===== config.mk =====
export PLATFORM = sky130hd
export DESIGN_NAME = uart_rx_flat
export DESIGN_NICKNAME = d
export VERILOG_FILES = /design/src/rtl/uart_pkg.sv /design/src/rtl/uart_rx_if.sv /design/src/rtl/uart_baud_tick.sv /design/src/rtl/uart_rx.sv /design/src/flat_wrapper.sv
export SDC_FILE = /design/constraint.sdc
export NUM_CORES = 1
export LEC_CHECK = 0
export CAP_MARGIN = 20
export CORE_MARGIN = 3
export CORE_UTILIZATION = 50
export CTS_CLUSTER_SIZE = 16
export DETAILED_ROUTE_END_ITERATION = 12
export GPL_ROUTABILITY_DRIVEN = 0
export GPL_TIMING_DRIVEN = 0
export HOLD_SLACK_MARGIN = 0.05
export PLACE_DENSITY_LB_ADDON = 0.12
export SYNTH_ARGS = -nofsm -noshare
export SYNTH_HDL_FRONTEND = slang
export SYNTH_HIERARCHICAL = 1
export SYNTH_SLANG_ARGS = --single-unit

===== constraint.sdc =====
create_clock -name clk -period 7.4 [get_ports clk]
set_clock_uncertainty 0.05 [all_clocks]
set_input_delay 1.48 -clock clk [delete_from_list [all_inputs] [get_ports clk]]
set_output_delay 1.48 -clock clk [all_outputs]
set_load 0.01 [all_outputs]

===== src/rtl/uart_pkg.sv =====
// Shared UART definitions: receiver state encoding, data width and the
// baud-tick divider calculation used by both UART halves.
package uart_pkg;

   localparam int UART_DATA_BITS = 8;

   typedef enum logic [2:0] {
      IDLE,
      START,
      DATA,
      STOP,
      WAIT_IDLE
   } rx_state_t;

   // Integer floor of clk_hz / (baud * os); one tick per oversample slot.
   function automatic int baud_div(input int clk_hz, input int baud, input int os);
      return clk_hz / (baud * os);
   endfunction

endpackage


===== src/rtl/uart_rx_if.sv =====
// Receive-side bus between the serial line / UART register block and uart_rx.
interface uart_rx_if;
   import uart_pkg::*;

   logic                      rxd;
   logic                      rx_ack;
   logic                      err_clr;
   logic [UART_DATA_BITS-1:0] rx_data;
   logic                      rx_valid;
   logic                      frame_err;
   logic                      overrun;
   logic                      busy;

   modport master (
      output rxd, rx_ack, err_clr,
      input  rx_data, rx_valid, frame_err, overrun, busy
   );

   modport slave (
      input  rxd, rx_ack, err_clr,
      output rx_data, rx_valid, frame_err, overrun, busy
   );

endinterface


===== src/rtl/uart_baud_tick.sv =====
// Free-running oversample tick generator: one-clk pulse every DIV clocks.
module uart_baud_tick
   import uart_pkg::*;
#(
   parameter int DIV = 325
) (
   input  logic clk,
   input  logic rst,
   output logic tick
);

   localparam int CW = (DIV > 1) ? $clog2(DIV) : 1;
   localparam logic [CW-1:0] LAST = CW'(DIV - 1);

   logic [CW-1:0] cnt;

   always_ff @(posedge clk) begin
      if (rst)
         cnt <= '0;
      else if (cnt == LAST)
         cnt <= '0;
      else
         cnt <= cnt + 1'b1;
   end

   assign tick = (cnt == LAST);

endmodule


===== src/rtl/uart_rx.sv =====
// 8N1 UART receiver, OVERSAMPLE x oversampled, with a one-byte holding
// register and sticky framing/overrun flags. OVERSAMPLE must be even and >= 8.
module uart_rx
   import uart_pkg::*;
#(
   parameter int CLK_HZ     = 50000000,
   parameter int BAUD       = 9600,
   parameter int OVERSAMPLE = 16
) (
   input logic     clk,
   input logic     rst,
   uart_rx_if.slave bus
);

   localparam int DIV = baud_div(CLK_HZ, BAUD, OVERSAMPLE);
   localparam int SCW = $clog2(OVERSAMPLE);
   localparam logic [SCW-1:0] SC_HALF = SCW'(OVERSAMPLE / 2 - 1);
   localparam logic [SCW-1:0] SC_LAST = SCW'(OVERSAMPLE - 1);

   logic                      tick;
   logic                      rxd_p0;
   logic                      rxd_s;
   rx_state_t                 state;
   logic [SCW-1:0]            sc;
   logic [2:0]                bit_idx;
   logic [UART_DATA_BITS-1:0] shreg;
   logic                      busy;
   logic                      done_p1;
   logic                      fe_set_p1;
   logic [UART_DATA_BITS-1:0] rx_data;
   logic                      rx_valid;
   logic                      frame_err;
   logic                      overrun;

   uart_baud_tick #(.DIV(DIV)) u_tick (
      .clk  (clk),
      .rst  (rst),
      .tick (tick)
   );

   // Stage p0/s: two-flop synchronizer, reset to the idle line level.
   always_ff @(posedge clk) begin
      if (rst) begin
         rxd_p0 <= 1'b1;
         rxd_s  <= 1'b1;
      end else begin
         rxd_p0 <= bus.rxd;
         rxd_s  <= rxd_p0;
      end
   end

   always_ff @(posedge clk) begin
      if (rst) begin
         state     <= IDLE;
         sc        <= '0;
         bit_idx   <= '0;
         busy      <= 1'b0;
         done_p1   <= 1'b0;
         fe_set_p1 <= 1'b0;
      end else begin
         done_p1   <= 1'b0;
         fe_set_p1 <= 1'b0;
         if (tick) begin
            unique case (state)
               IDLE: if (!rxd_s) begin
                  state <= START;
                  sc    <= '0;
                  busy  <= 1'b1;
               end
               START: if (sc == SC_HALF) begin
                  sc      <= '0;
                  bit_idx <= '0;
                  if (!rxd_s) begin
                     state <= DATA;
                  end else begin
                     state <= IDLE;
                     busy  <= 1'b0;
                  end
               end else begin
                  sc <= sc + 1'b1;
               end
               DATA: if (sc == SC_LAST) begin
                  shreg   <= {rxd_s, shreg[UART_DATA_BITS-1:1]};
                  sc      <= '0;
                  bit_idx <= bit_idx + 1'b1;
                  if (bit_idx == 3'd7) state <= STOP;
               end else begin
                  sc <= sc + 1'b1;
               end
               STOP: if (sc == SC_LAST) begin
                  sc <= '0;
                  if (rxd_s) begin
                     state   <= IDLE;
                     busy    <= 1'b0;
                     done_p1 <= 1'b1;
                  end else begin
                     // A low stop bit may be a break; wait for the line to idle.
                     state     <= WAIT_IDLE;
                     fe_set_p1 <= 1'b1;
                  end
               end else begin
                  sc <= sc + 1'b1;
               end
               WAIT_IDLE: if (rxd_s) begin
                  state <= IDLE;
                  busy  <= 1'b0;
               end
               default: begin
                  state <= IDLE;
                  busy  <= 1'b0;
               end
            endcase
         end
      end
   end

   // Stage p1 -> holding register: completion in the ack cycle replaces the byte.
   always_ff @(posedge clk) begin
      if (rst) begin
         rx_data   <= '0;
         rx_valid  <= 1'b0;
         frame_err <= 1'b0;
         overrun   <= 1'b0;
      end else begin
         if (done_p1 && (!rx_valid || bus.rx_ack)) begin
            rx_data  <= shreg;
            rx_valid <= 1'b1;
         end else if (bus.rx_ack) begin
            rx_valid <= 1'b0;
         end
         overrun   <= (done_p1 && rx_valid && !bus.rx_ack) || (overrun && !bus.err_clr);
         frame_err <= fe_set_p1 || (frame_err && !bus.err_clr);
      end
   end

   assign bus.rx_data   = rx_data;
   assign bus.rx_valid  = rx_valid;
   assign bus.frame_err = frame_err;
   assign bus.overrun   = overrun;
   assign bus.busy      = busy;

endmodule


===== src/flat_wrapper.sv =====
// flat-port wrapper written by rule: the top's interface ports become plain ports
module uart_rx_flat import uart_pkg::*;
#(
   parameter int CLK_HZ     = 50000000,
   parameter int BAUD       = 9600,
   parameter int OVERSAMPLE = 16
)
  (clk, rst, bus_rxd, bus_rx_ack, bus_err_clr, bus_rx_data, bus_rx_valid, bus_frame_err, bus_overrun, bus_busy);
  uart_rx_if bus_i ();
  input logic clk;
  input logic rst;
  input wire logic [$bits(bus_i.rxd)-1:0] bus_rxd;
  input wire logic [$bits(bus_i.rx_ack)-1:0] bus_rx_ack;
  input wire logic [$bits(bus_i.err_clr)-1:0] bus_err_clr;
  output wire logic [$bits(bus_i.rx_data)-1:0] bus_rx_data;
  output wire logic [$bits(bus_i.rx_valid)-1:0] bus_rx_valid;
  output wire logic [$bits(bus_i.frame_err)-1:0] bus_frame_err;
  output wire logic [$bits(bus_i.overrun)-1:0] bus_overrun;
  output wire logic [$bits(bus_i.busy)-1:0] bus_busy;
  assign bus_i.rxd = bus_rxd;
  assign bus_i.rx_ack = bus_rx_ack;
  assign bus_i.err_clr = bus_err_clr;
  assign bus_rx_data = bus_i.rx_data;
  assign bus_rx_valid = bus_i.rx_valid;
  assign bus_frame_err = bus_i.frame_err;
  assign bus_overrun = bus_i.overrun;
  assign bus_busy = bus_i.busy;
  uart_rx #(.CLK_HZ(CLK_HZ), .BAUD(BAUD), .OVERSAMPLE(OVERSAMPLE)) u_core (.clk(clk), .rst(rst), .bus(bus_i));
endmodule

# Yosys cells after proc, flatten, opt, wreduce, memory -nomap -nowiden
# Cells that the tools add are included.
dict set report word_totals {
  out_inout_bits 12
  reg_bits 43
  in_bits 5
  elab_cells 84
}
dict set report op_classes {
  n_reduce_logical 23
  eq_ne 14
  n_bitwise 5
  addsub 3
  mux 25
}
# cell count
set ops {}
lappend ops {{2-to-1 mux 3 bit} 9}
lappend ops {{one-hot mux 3 bit (5 select lines)} 1}
lappend ops {{2-to-1 mux 4 bit} 3}
lappend ops {{one-hot mux 4 bit (3 select lines)} 1}
lappend ops {{!= test 2 x 1 -> 1 bit, second input constant} 5}
lappend ops {{adder 9 x 1 -> 9 bit, second input constant} 1}
lappend ops {{== test 9 bit, second input constant} 1}
lappend ops {{2-to-1 mux 1 bit} 8}
lappend ops {{AND reduction 4 bit} 2}
lappend ops {{AND reduction 7 bit} 1}
lappend ops {{== test 3 x 2 -> 1 bit, second input constant} 2}
lappend ops {{== test 3 bit, second input constant} 2}
lappend ops {{one-hot mux 3 bit (2 select lines)} 1}
lappend ops {{logical AND 1 bit} 5}
lappend ops {{NOT 1 bit} 5}
lappend ops {{one-hot mux 1 bit (5 select lines)} 1}
lappend ops {{AND reduction 5 bit} 1}
lappend ops {{adder 4 x 1 -> 4 bit, second input constant} 1}
lappend ops {{== test 4 x 3 -> 1 bit, second input constant} 1}
lappend ops {{== test 4 bit, second input constant} 1}
lappend ops {{nonzero test 2 bit} 2}
lappend ops {{OR reduction 2 bit} 2}
lappend ops {{OR reduction 4 bit} 1}
lappend ops {{adder 3 x 1 -> 3 bit, second input constant} 1}
lappend ops {{other kinds (8)} 12}

# Longest topological paths before layout
# Gate-level depths: netlist of the first run.
dict set report logic_depth {
  ltp_word 4
  ltp_mapped 8
  ltp_nobuf 8
}

# Modules after synthesis
# Netlist of the first run, hierarchy kept.
# module seq_area_each_um2 n_inst cells_each area_each_um2
set modules_own_cells {}
lappend modules_own_cells {uart_rx 760.7 1 133 1405.1}
lappend modules_own_cells {uart_baud_tick 180.2 1 48 440.4}

# Worst setup path after synthesis of the first run
# OpenSTA, ideal clock, no wires.
dict set report synth_path {
  path_kind {input to register}
  startpoint {input rst}
  endpoint {register u_core.shreg[0], enable pin}
  path_stages 3
  required_ps 6967
  setup_slack_ps 4665
  t_arrival_ps 2302
  n_path_buf 0
  setup_time_ps 383
  path_cell_list {inv_1 nand3_1 nor3_1}
}
dict set report synth_via {
  elab_chain_len 2
}
# item line
set synth_lines {}
lappend synth_lines {{start, declared} flat_wrapper.sv:11} ;# input logic rst;
lappend synth_lines {{NOT 1 bit (no line)} n/a}
lappend synth_lines {{AND reduction 4 bit (no line)} n/a}
lappend synth_lines {{end signal, assigned} uart_rx.sv:83} ;# shreg <= {rxd_s, shreg[UART_DATA_BITS-1:1]};
lappend synth_lines {{end, declared} uart_rx.sv:26} ;# logic [UART_DATA_BITS-1:0] shreg;
# No other way between the ends.
# A chain may end at the register's enable or synchronous reset.

# Final worst setup path of the first run
dict set report layout_path {
  startpoint {input rst}
  endpoint {register u_core.shreg[4], enable pin}
}
# Same word-level chain as after synthesis.

==> results by group, run 1 <==
Run status
  • Status: completed

STA
  • Slew Limit Fails: 0
  • Tcrit/Tclk final: 39.0%
  • RSZ-0062 raised after global routing: false
  • Relative slew slack: 50.4%
  • FMAX: 347 MHz
  • Min cycle time layout: 2880 ps
  • Final setup violation count: 0
  • Hold slack: 373 ps
  • Worst-margin pin slew: 737 ps
  • Fin Setup TNS: 0 ps
  • Hold Violations, Final: 0

Logic synthesis
  • Post-Syn Instances: 181
  • Net Count, Synth: 191
  • Sequential fraction of the synthesis area: 51.0%
  • Synth warnings: 6
  • Largest area contributor in the netlist: dfxtp_1
  • Post-Syn Area: 1850 um2
  • Post-Synth Simple-Gate Area: 21.0%
  • Synth cell types: 42
  • Asr flop ratio synth: 0%
  • Syn Area/Cell: 10.2 um2
  • Largest family of logic cells by synthesized area: simple AND/OR/NAND/NOR gates
  • Post-synthesis compound-gate area fraction: 11.5%
  • Top_reg_cell synth: dfxtp_1
  • Seq cells post-synth: 43
  • Number of synthesized flops with an enable pin: 8
  • Xor-xnor portion of the synthesized cell area: 2.37%
  • Mux cell area share after synthesis: 7.05%
  • Post-Synth Adder-Cell Area: 3.39%
  • Yosys top cell area share: 38.0%
  • Synth area leaders: dfxtp_1 (38%), edfxtp_1 (13%), mux2i_1 (7.1%)

Critical path
  • CP max stage delay: 510 ps
  • Delay-heaviest family, CP: buffers and inverters
  • Critical Path Source Type: primary input
  • Number of buffers and inverters on the critical path: 3
  • Worst setup path class: primary input to flop
  • Crit Path Max Fanout: 7
  • Required time worst endpoint: 7350 ps
  • CP cell instances: clkdlybuf4s50_1 -> inv_1 -> nand3_1 -> nor3_1 -> buf_2
  • Critical Path End Type: flop
  • Slowest-stage cell, CP: clkdlybuf4s50_1
  • WP data arrival: 2830 ps

Placed design
  • Final HPWL DP: 2360 um
  • Port Buffers: 16

GRT
  • Overall routing resource usage: 16.7%
  • Antenna violations before repair: 0
  • First-pass GRT wire length: 5430 um
  • Overflow after GRT: 0
  • Largest net degree at the start of global routing: 14
  • Number of global-route vias before repair: 1229

Pwr
  • Power Density: 200 nW/um2
  • Leakage: 0.000806 uW
  • Worst VDD drop: 102 uV

Floorplanning
  • Core Area: 3440 um2
  • Die H: 66.8 um
  • Die Footprint: 4460 um2
  • I/O pin cnt: 17
  • Initial core utilization: 53.6%
  • Die X: 66.8 um
  • Row cnt: 21

CTS
  • CTS root buf: clkbuf_8
  • CTS sink count: 43
  • CTS resizes: 0
  • Clock slew at reported path FFs: 70 ps
  • Total CTS buffers: 5
  • Bufs on Longest Clock Path: 2
  • CTS H-Tree Depth: 2
  • Post-CTS Setup Bufs: 0
  • Clk_lat worst skew: 290 ps
  • # hold bufs at CTS: 0
  • TritonCTS clock tree: yes

Route
  • Post-DRT Antenna Nets: 0
  • Drt wl/cell: 12.8 um
  • DRC viols: 0
  • Initial DRT Pass Iterations: 4
  • 1st-iter DRT viols: 79
  • Drt via density: 5.40
  • Via count: 1362
  • Final WL: 3220 um

Final layout
  • Share of cells above drive strength 1: 10.7%
  • Area Overhead vs Synth: 17.9%
  • Layout Nets: 215
  • Antenna Diode Count: 0
  • FILL cells: 293
  • Most frequent cells in the layout: dfxtp_1 (35), nor2_1 (24), clkdlybuf4s50_1 (16)
  • Commonest non-fill, non-tap cell in the layout: dfxtp_1

Job
  • Max-cap violations: 0

Hold path
  • HP Class: flop to flop
-- state kept, by name, summed over array words and instances, names as in the netlist --
register	flops
u_core/bus.rx_data	8
u_core/bus.rx_valid	1
u_core/bit_idx	3
u_core/rxd_s	1
u_core/shreg	8
u_core/u_tick/cnt	9
u_core/done_p1	1
u_core/sc	4
u_core/bus.overrun	1
u_core/bus.busy	1
u_core/rxd_p0	1
u_core/bus.frame_err	1
u_core/state	3
u_core/fe_set_p1	1
-- synthesized netlist by cell type (2+ instances only) --
master	n
dfxtp_1	35
nor2_1	24
mux2i_1	13
nand3_1	10
a21oi_1	9
nand2_1	9
edfxtp_1	8
inv_1	7
ha_1	5
nor3_1	5
nand2b_1	4
o21ai_0	4
a22oi_1	3
buf_2	3
clkbuf_1	3
nor2b_1	3
nor3b_1	3
nor4_1	3
or3_1	3
xnor2_1	3
or2_2	2
xor2_1	2
-- through the flow --
step	total power [uW]	util, %	setup slack [ps]	cells	instance area, um2
floorplan	260	-	4660	181	1850
global placement	266	59.9	3810	243	2060
detailed placement	266	59.9	3770	243	2060
CTS	440	63.1	4110	251	2170
global route	453	63.2	4360	252	2180
finish	434	63.2	4520	252	2180
-- where the power goes --
group	switching [uW]	internal (uW)	leakage, uW	total [uW]
Clock	74.5	98.7	0.0000556	173
Sequential	2.63	240	0.000355	242
Combinational	10.5	8.23	0.000395	18.8
Total	87.6	347	0.000806	434
-- final timing paths --
kind,from,to,slack [ps],cells after the start
worst max-delay path,rst,u_core/shreg[4],4520,5
worst min-delay path,u_core/rxd_p0,u_core/rxd_s,370,1
worst max register to register,u_core/u_tick/cnt[0],u_core/bit_idx[0],4850,8
worst min register to register,u_core/rxd_p0,u_core/rxd_s,370,1
-- area by class of cell --
class                           instances  area, um2  area share (%)
Timing Repair Buffer                   17        165            7.59
Buffer                                  8       42.5            1.96
Tap cell                               46       57.6            2.65
Multi-Input combinational cell        123        836            38.4
Sequential cell                        43        941            43.2
Inverter                                7       26.3            1.21
Clock buffer                            5       68.8            3.16
Clock inverter                          3       38.8            1.78
-- kinds of logic (layout without fill, tap and decap cells) --
| kind of cell | count (synthesis) | in the layout |
|---|---|---|
| compound gates | 27 | 27 |
| xor+xnor | 5 | 5 |
| fa+ha+maj | 5 | 5 |
| buf+inv | 15 | 40 |
| flops | 43 | 43 |
| mux | 13 | 13 |
| simple gates | 73 | 73 |
-- routing by layer --
metal | share of wire (%) | global-route usage [%] | vias up
met5 | 0 | 0 | -
met2 | 49 | 26.4 | 21
li1 | - | - | 689
met3 | 4.6 | 5.56 | 6
met1 | 45 | 20.2 | 646
met4 | 1.8 | 8.38 | 0
(Power assumes the default switching activity.)
==> inputs of run 2 (changes only) <==
Clock period 7.4 ns to 2.5 ns, I/O delays scaled along.
==> run 2 against run 1 <==
Net effect:
- hold slack got worse by 0.65 ps
- design area up 0.57%
- sequential share of layout area shrank 0.25 points
- cell count down 0.40%
- count of clock-buffer cells in the layout stayed put
- register-to-register slack lost 4600 ps
- non-clock buffer count shrank 1
- die area is the same
- critical endpoint is now u_core/bit_idx[0]
- largest power group unchanged
==> results by group, run 2 (same netlist as run 1, synthesis figures left out) <==
Run status
  • Status: completed (unchanged)

Hold path
  • HP Class: flop to flop (unchanged)
  • Worst Hold Depth: 1 (unchanged)

Route
  • Via count: 1360 (was 1362)
  • Post-DRT Antenna Nets: 0 (unchanged)
  • Drt wl/cell: 12.9 um (was 12.8 um)
  • Drt via density: 5.42 (was 5.40)
  • Initial DRT Pass Iterations: 4 (unchanged)
  • 1st-iter DRT viols: 71 (was 79)
  • DRC viols: 0 (unchanged)
  • Final WL: 3240 um (was 3220 um)

Floorplanning
  • Row cnt: 21 (unchanged)
  • Initial core utilization: 53.6% (unchanged)
  • Die X: 66.8 um (unchanged)
  • Die H: 66.8 um (unchanged)
  • Core Area: 3440 um2 (unchanged)
  • I/O pin cnt: 17 (unchanged)
  • Die Footprint: 4460 um2 (unchanged)

Critical path
  • Required time worst endpoint: 2620 ps (was 7350 ps)
  • Critical Path End Type: flop (unchanged)
  • Critical Path Source Type: flop (was primary input)
  • Worst setup path class: flop to flop (was primary input to flop)
  • WP data arrival: 2410 ps (was 2830 ps)
  • Crit Path Max Fanout: 7 (unchanged)
  • R2R depth: 8 (unchanged)

CTS
  • Bufs on Longest Clock Path: 2 (unchanged)
  • CTS root buf: clkbuf_8 (unchanged)
  • TritonCTS clock tree: yes (unchanged)
  • CTS H-Tree Depth: 2 (unchanged)
  • Clock slew at reported path FFs: 70 ps (about the same)
  • Total CTS buffers: 5 (unchanged)
  • CTS sink count: 43 (unchanged)
  • Clk_lat worst skew: 290 ps (about the same)

Final layout
  • FILL cells: 292 (was 293)
  • Biggest register: u_core/u_tick/cnt (unchanged)
  • Commonest non-fill, non-tap cell in the layout: dfxtp_1 (unchanged)
  • Area Overhead vs Synth: 18.6% (was 17.9%)
  • Share of cells above drive strength 1: 11.2% (was 10.7%)
  • Layout Nets: 214 (was 215)
  • Core Util, Final: 63.6% (was 63.2%)
  • Post-route insts no fill: 251 (was 252)
  • Max reg flops: 9 (unchanged)
  • Most frequent cells in the layout: dfxtp_1 (35), nor2_1 (24), clkdlybuf4s50_1 (16) (unchanged)
  • Biggest regs: u_core/u_tick/cnt x9, u_core/bus.rx_data x8, u_core/shreg x8 (unchanged)
  • Antenna Diode Count: 0 (unchanged)

STA
  • Min cycle time layout: 2290 ps
  • Final setup violation count: 0 (unchanged)
  • FMAX: 437 MHz
  • Hold slack: 372 ps (was 373 ps)
  • RSZ-0062 raised after global routing: false (unchanged)
  • Slew Limit Fails: 0 (unchanged)
  • Hold Violations, Final: 0 (unchanged)
  • Tcrit/Tclk final: 91.5%
  • Relative slew slack: 64.6% (was 50.4%)
  • Worst-margin pin slew: 530 ps (was 737 ps)

Placed design
  • Port Buffers: 16 (unchanged)
  • Final HPWL DP: 2360 um (unchanged)
  • Dpl cells: 243 (unchanged)

Pwr
  • Power Density: 588 nW/um2 (was 200 nW/um2)
  • Worst VDD drop: 304 uV (was 102 uV)
  • Leakage: 0.000802 uW (was 0.000806 uW)
  • Total power: 1290 uW (was 434 uW)

GRT
  • Antenna violations before repair: 0 (unchanged)
  • Largest net degree at the start of global routing: 14 (unchanged)
  • First-pass GRT wire length: 5460 um (was 5430 um)
  • Overflow after GRT: 0 (unchanged)
  • Overall routing resource usage: 16.8% (was 16.7%)
  • Number of global-route vias before repair: 1231 (was 1229)

Job
  • Max-cap violations: 0 (unchanged)
## run 2: final timing paths
| kind | start | slack, ps | to |
|---|---|---|---|
| worst max-delay path | u_core/u_tick/cnt[0] | 210 | u_core/bit_idx[0] |
| worst min-delay path | u_core/rxd_p0 | 370 | u_core/rxd_s |
| worst max register to register | u_core/u_tick/cnt[0] | 210 | u_core/bit_idx[0] |
| worst min register to register | u_core/rxd_p0 | 370 | u_core/rxd_s |
## run 2: final cells by class
| cell class | instances | area [um2] | share of cell area [%] |
|---|---|---|---|
| clock inverter | 3 | 38.8 | 1.77 |
| tap | 46 | 57.6 | 2.63 |
| clock buffer | 5 | 68.8 | 3.14 |
| timing repair buffer | 16 | 160 | 7.32 |
| sequential | 43 | 941 | 43.0 |
| inverter | 7 | 26.3 | 1.20 |
| multi-input combinational | 123 | 853 | 39.0 |
| buffer | 8 | 42.5 | 1.94 |
## run 2: timing repair
item | CTS | global route
endpoints found under the setup margin | 11 | 8
buffers inserted | 0 | 0
resized for setup | 2 | 1
hold buffers | 0 | 0
## run 2: per-stage QoR
step                      cell area, um2  setup TNS [ps]  setup WS, ps
after global placement              2060           -2860          -349
after global routing                2190               0          39.3
final                               2190               0           214
after detailed placement            2060           -2960          -362
after CTS                           2180               0           164
after floorplan                     1850               0           160
## run 2: power by group
group	internal [uW]	switching, uW	total, uW
Sequential	709	7.79	717
Clock	292	220	513
Combinational	24.3	31.8	56.2
## run 2: worst max-delay path, stage by stage, from the launching register on
cell	delay, ps
dfxtp_1	360
inv_1	70
ha_1	200
nand4bb_4	140
nor4_2	440
nand2b_1	310
a211oi_4	320
mux2i_1	220
nor2_1	50
## run 2: layer usage
metal,up-vias,global-route usage [%],share of wire [%]
met5,-,0,0
met4,0,8.38,1.8
met3,6,5.56,4.7
met2,27,26.9,48
met1,637,20.1,45
li1,690,-,-
==> inputs of run 3 (changes only) <==
Settings changed: CORE_MARGIN 3 to 2.
==> run 3 against run 2 <==
Net effect:
- hold slack worse by 9.4 ps
- largest power group unchanged
- sequential power hardly changed
- largest cell class unchanged
- power is 9.1% higher
==> results by group, run 3 (same netlist as run 1, synthesis figures left out) <==
Final layout
  • Core Util, Final: 61.6% (was 63.6%)
  • Max reg flops: 9 (unchanged)
  • Multi-input logic area: 856 um2 (was 853 um2)
  • Most frequent cells in the layout: dfxtp_1 (35), nor2_1 (24), clkdlybuf4s50_1 (16) (unchanged)
  • Area Overhead vs Synth: 20.4% (was 18.6%)
  • FILL cells: 301 (was 292)
  • Biggest regs: u_core/u_tick/cnt x9, u_core/bus.rx_data x8, u_core/shreg x8 (unchanged)
  • Antenna Diode Count: 0 (unchanged)
  • Share of cells above drive strength 1: 12.2% (was 11.2%)
  • Storage cell area: 941 um2 (unchanged)
  • Layout Nets: 214 (unchanged)
  • Commonest non-fill, non-tap cell in the layout: dfxtp_1 (unchanged)
  • Biggest register: u_core/u_tick/cnt (unchanged)

Critical path
  • CP max stage delay: 440 ps (about the same)
  • Critical Path Source Type: flop (unchanged)
  • WP data arrival: 2340 ps (was 2410 ps)
  • Worst setup path class: flop to flop (unchanged)
  • Delay-heaviest family, CP: simple AND/OR/NAND/NOR gates (unchanged)
  • Critical Path End Type: flop (unchanged)
  • Levels on crit path: 8 (unchanged)
  • R2R depth: 8 (unchanged)
  • CP cell instances: inv_1 -> ha_1 -> nand4bb_4 -> nor4_2 -> nand2b_2 -> a211oi_4 -> mux2i_1 -> nor2_1 (was inv_1 -> ha_1 -> nand4bb_4 -> nor4_2 -> nand2b_1 -> a211oi_4 -> mux2i_1 -> nor2_1)
  • Slowest-stage cell, CP: nor4_2 (unchanged)
  • Crit Path Max Fanout: 7 (unchanged)
  • Required time worst endpoint: 2620 ps (about the same)
  • Number of buffers and inverters on the critical path: 1 (unchanged)

Pwr
  • Clk network pwr share: 44.9% (was 39.9%)
  • P_sw: 271 uW (was 260 uW)
  • Power Density: 631 nW/um2 (was 588 nW/um2)
  • Combinational power share: 4.0% (was 4.4%)
  • Total power: 1400 uW (was 1290 uW)
  • Sequential share of power: 51.1% (was 55.8%)
  • Internal power: 1130 uW (was 1030 uW)
  • Leakage: 0.000811 uW (was 0.000802 uW)
  • Worst VDD drop: 326 uV (was 304 uV)
  • Switching Fraction: 19.4% (was 20.2%)

CTS
  • Post-CTS Setup Bufs: 0 (unchanged)
  • Clock slew at reported path FFs: 80 ps (was 70 ps)
  • Total CTS buffers: 5 (unchanged)
  • Bufs on Longest Clock Path: 2 (unchanged)
  • TritonCTS clock tree: yes (unchanged)
  • CTS resizes: 2 (unchanged)
  • CTS sink count: 43 (unchanged)
  • CTS H-Tree Depth: 2 (unchanged)
  • Clk_lat worst skew: 290 ps (about the same)
  • CTS root buf: clkbuf_8 (unchanged)
  • # hold bufs at CTS: 0 (unchanged)

STA
  • Relative slew slack: 63.1% (was 64.6%)
  • Final setup violation count: 0 (unchanged)
  • FMAX: 449 MHz (was 437 MHz)
  • Fin Setup TNS: 0 ps (unchanged)
  • Tcrit/Tclk final: 89.0% (was 91.5%)
  • Slew Limit Fails: 0 (unchanged)
  • Worst-margin pin slew: 551 ps (was 530 ps)
  • Hold slack: 363 ps (was 372 ps)
  • RSZ-0062 raised after global routing: false (unchanged)
  • Min cycle time layout: 2230 ps (was 2290 ps)
  • Hold Violations, Final: 0 (unchanged)

Route
  • Via count: 1387 (was 1360)
  • Drt wl/cell: 12.7 um (was 12.9 um)
  • DRC viols: 0 (unchanged)
  • Post-DRT Antenna Nets: 0 (unchanged)
  • Final WL: 3220 um (was 3240 um)
  • Initial DRT Pass Iterations: 4 (unchanged)
  • Drt via density: 5.48 (was 5.42)
  • 1st-iter DRT viols: 56 (was 71)

Placed design
  • Port Buffers: 16 (unchanged)
  • Final HPWL DP: 2330 um (was 2360 um)

GRT
  • Number of global-route vias before repair: 1319 (was 1231)
  • Overall routing resource usage: 18.1% (was 16.8%)
  • First-pass GRT wire length: 5870 um (was 5460 um)
  • Overflow after GRT: 0 (unchanged)
  • Largest net degree at the start of global routing: 15 (was 14)
  • Antenna violations before repair: 0 (unchanged)

Hold path
  • Worst Hold Depth: 1 (unchanged)
  • HP Class: flop to flop (unchanged)

Floorplanning
  • I/O pin cnt: 17 (unchanged)
  • Initial core utilization: 51.2% (was 53.6%)
  • Die H: 64.8 um (was 66.8 um)
  • Core Area: 3610 um2 (was 3440 um2)
  • Die X: 64.8 um (was 66.8 um)
  • Row cnt: 22 (was 21)
  • Die Footprint: 4190 um2 (was 4460 um2)

Job
  • Max-cap violations: 0 (unchanged)

Run status
  • Status: completed (unchanged)
[run 3: cell type report]
type                       instances  share of cell area (%)
buffer                             8                    1.91
timing repair buffer              16                    7.21
sequential                        43                    42.3
inverter                           7                    1.18
clock buffer                       5                    3.10
multi-input combinational        123                    38.5
tap                               48                    2.70
clock inverter                     3                    3.04
[run 3: per-stage QoR]
stage | setup WS [ps] | instance area [um2] | instances
after floorplan | 160 | 1850 | 181
after global placement | -302 | 2070 | 245
after detailed placement | -309 | 2070 | 245
after CTS | 164 | 2210 | 253
after global routing | 56.3 | 2220 | 253
final | 274 | 2220 | 253
[run 3: path summary, 6_finish.rpt]
check                             from           endpoint  slack, ps
setup reg to reg  u_core/u_tick/cnt[0]  u_core/bit_idx[2]        270
hold / removal           u_core/rxd_p0       u_core/rxd_s        360
setup / recovery  u_core/u_tick/cnt[0]  u_core/bit_idx[2]        270
hold reg to reg          u_core/rxd_p0       u_core/rxd_s        360
[run 3: power groups by stage]
| stage | sequential [uW] | combinational, uW | clock [uW] |
|---|---|---|---|
| floorplan | 732 | 39.2 | 0 |
| global placement | 733 | 53.8 | 0 |
| detailed placement | 734 | 55.0 | 0 |
| CTS | 717 | 55.7 | 656 |
| global route | 719 | 63.3 | 685 |
| finish | 717 | 56.1 | 629 |
[run 3: metal layers]
layer | global-route usage [%] | wire [um] | part of all wire [%] | up-vias
li1 | - | - | - | 694
met1 | 23.1 | 1480 | 46 | 657
met2 | 29.1 | 1540 | 48 | 31
met3 | 4.86 | 164 | 5.1 | 5
met4 | 7.18 | 32 | 1.0 | 0
met5 | 0 | 0 | 0 | -
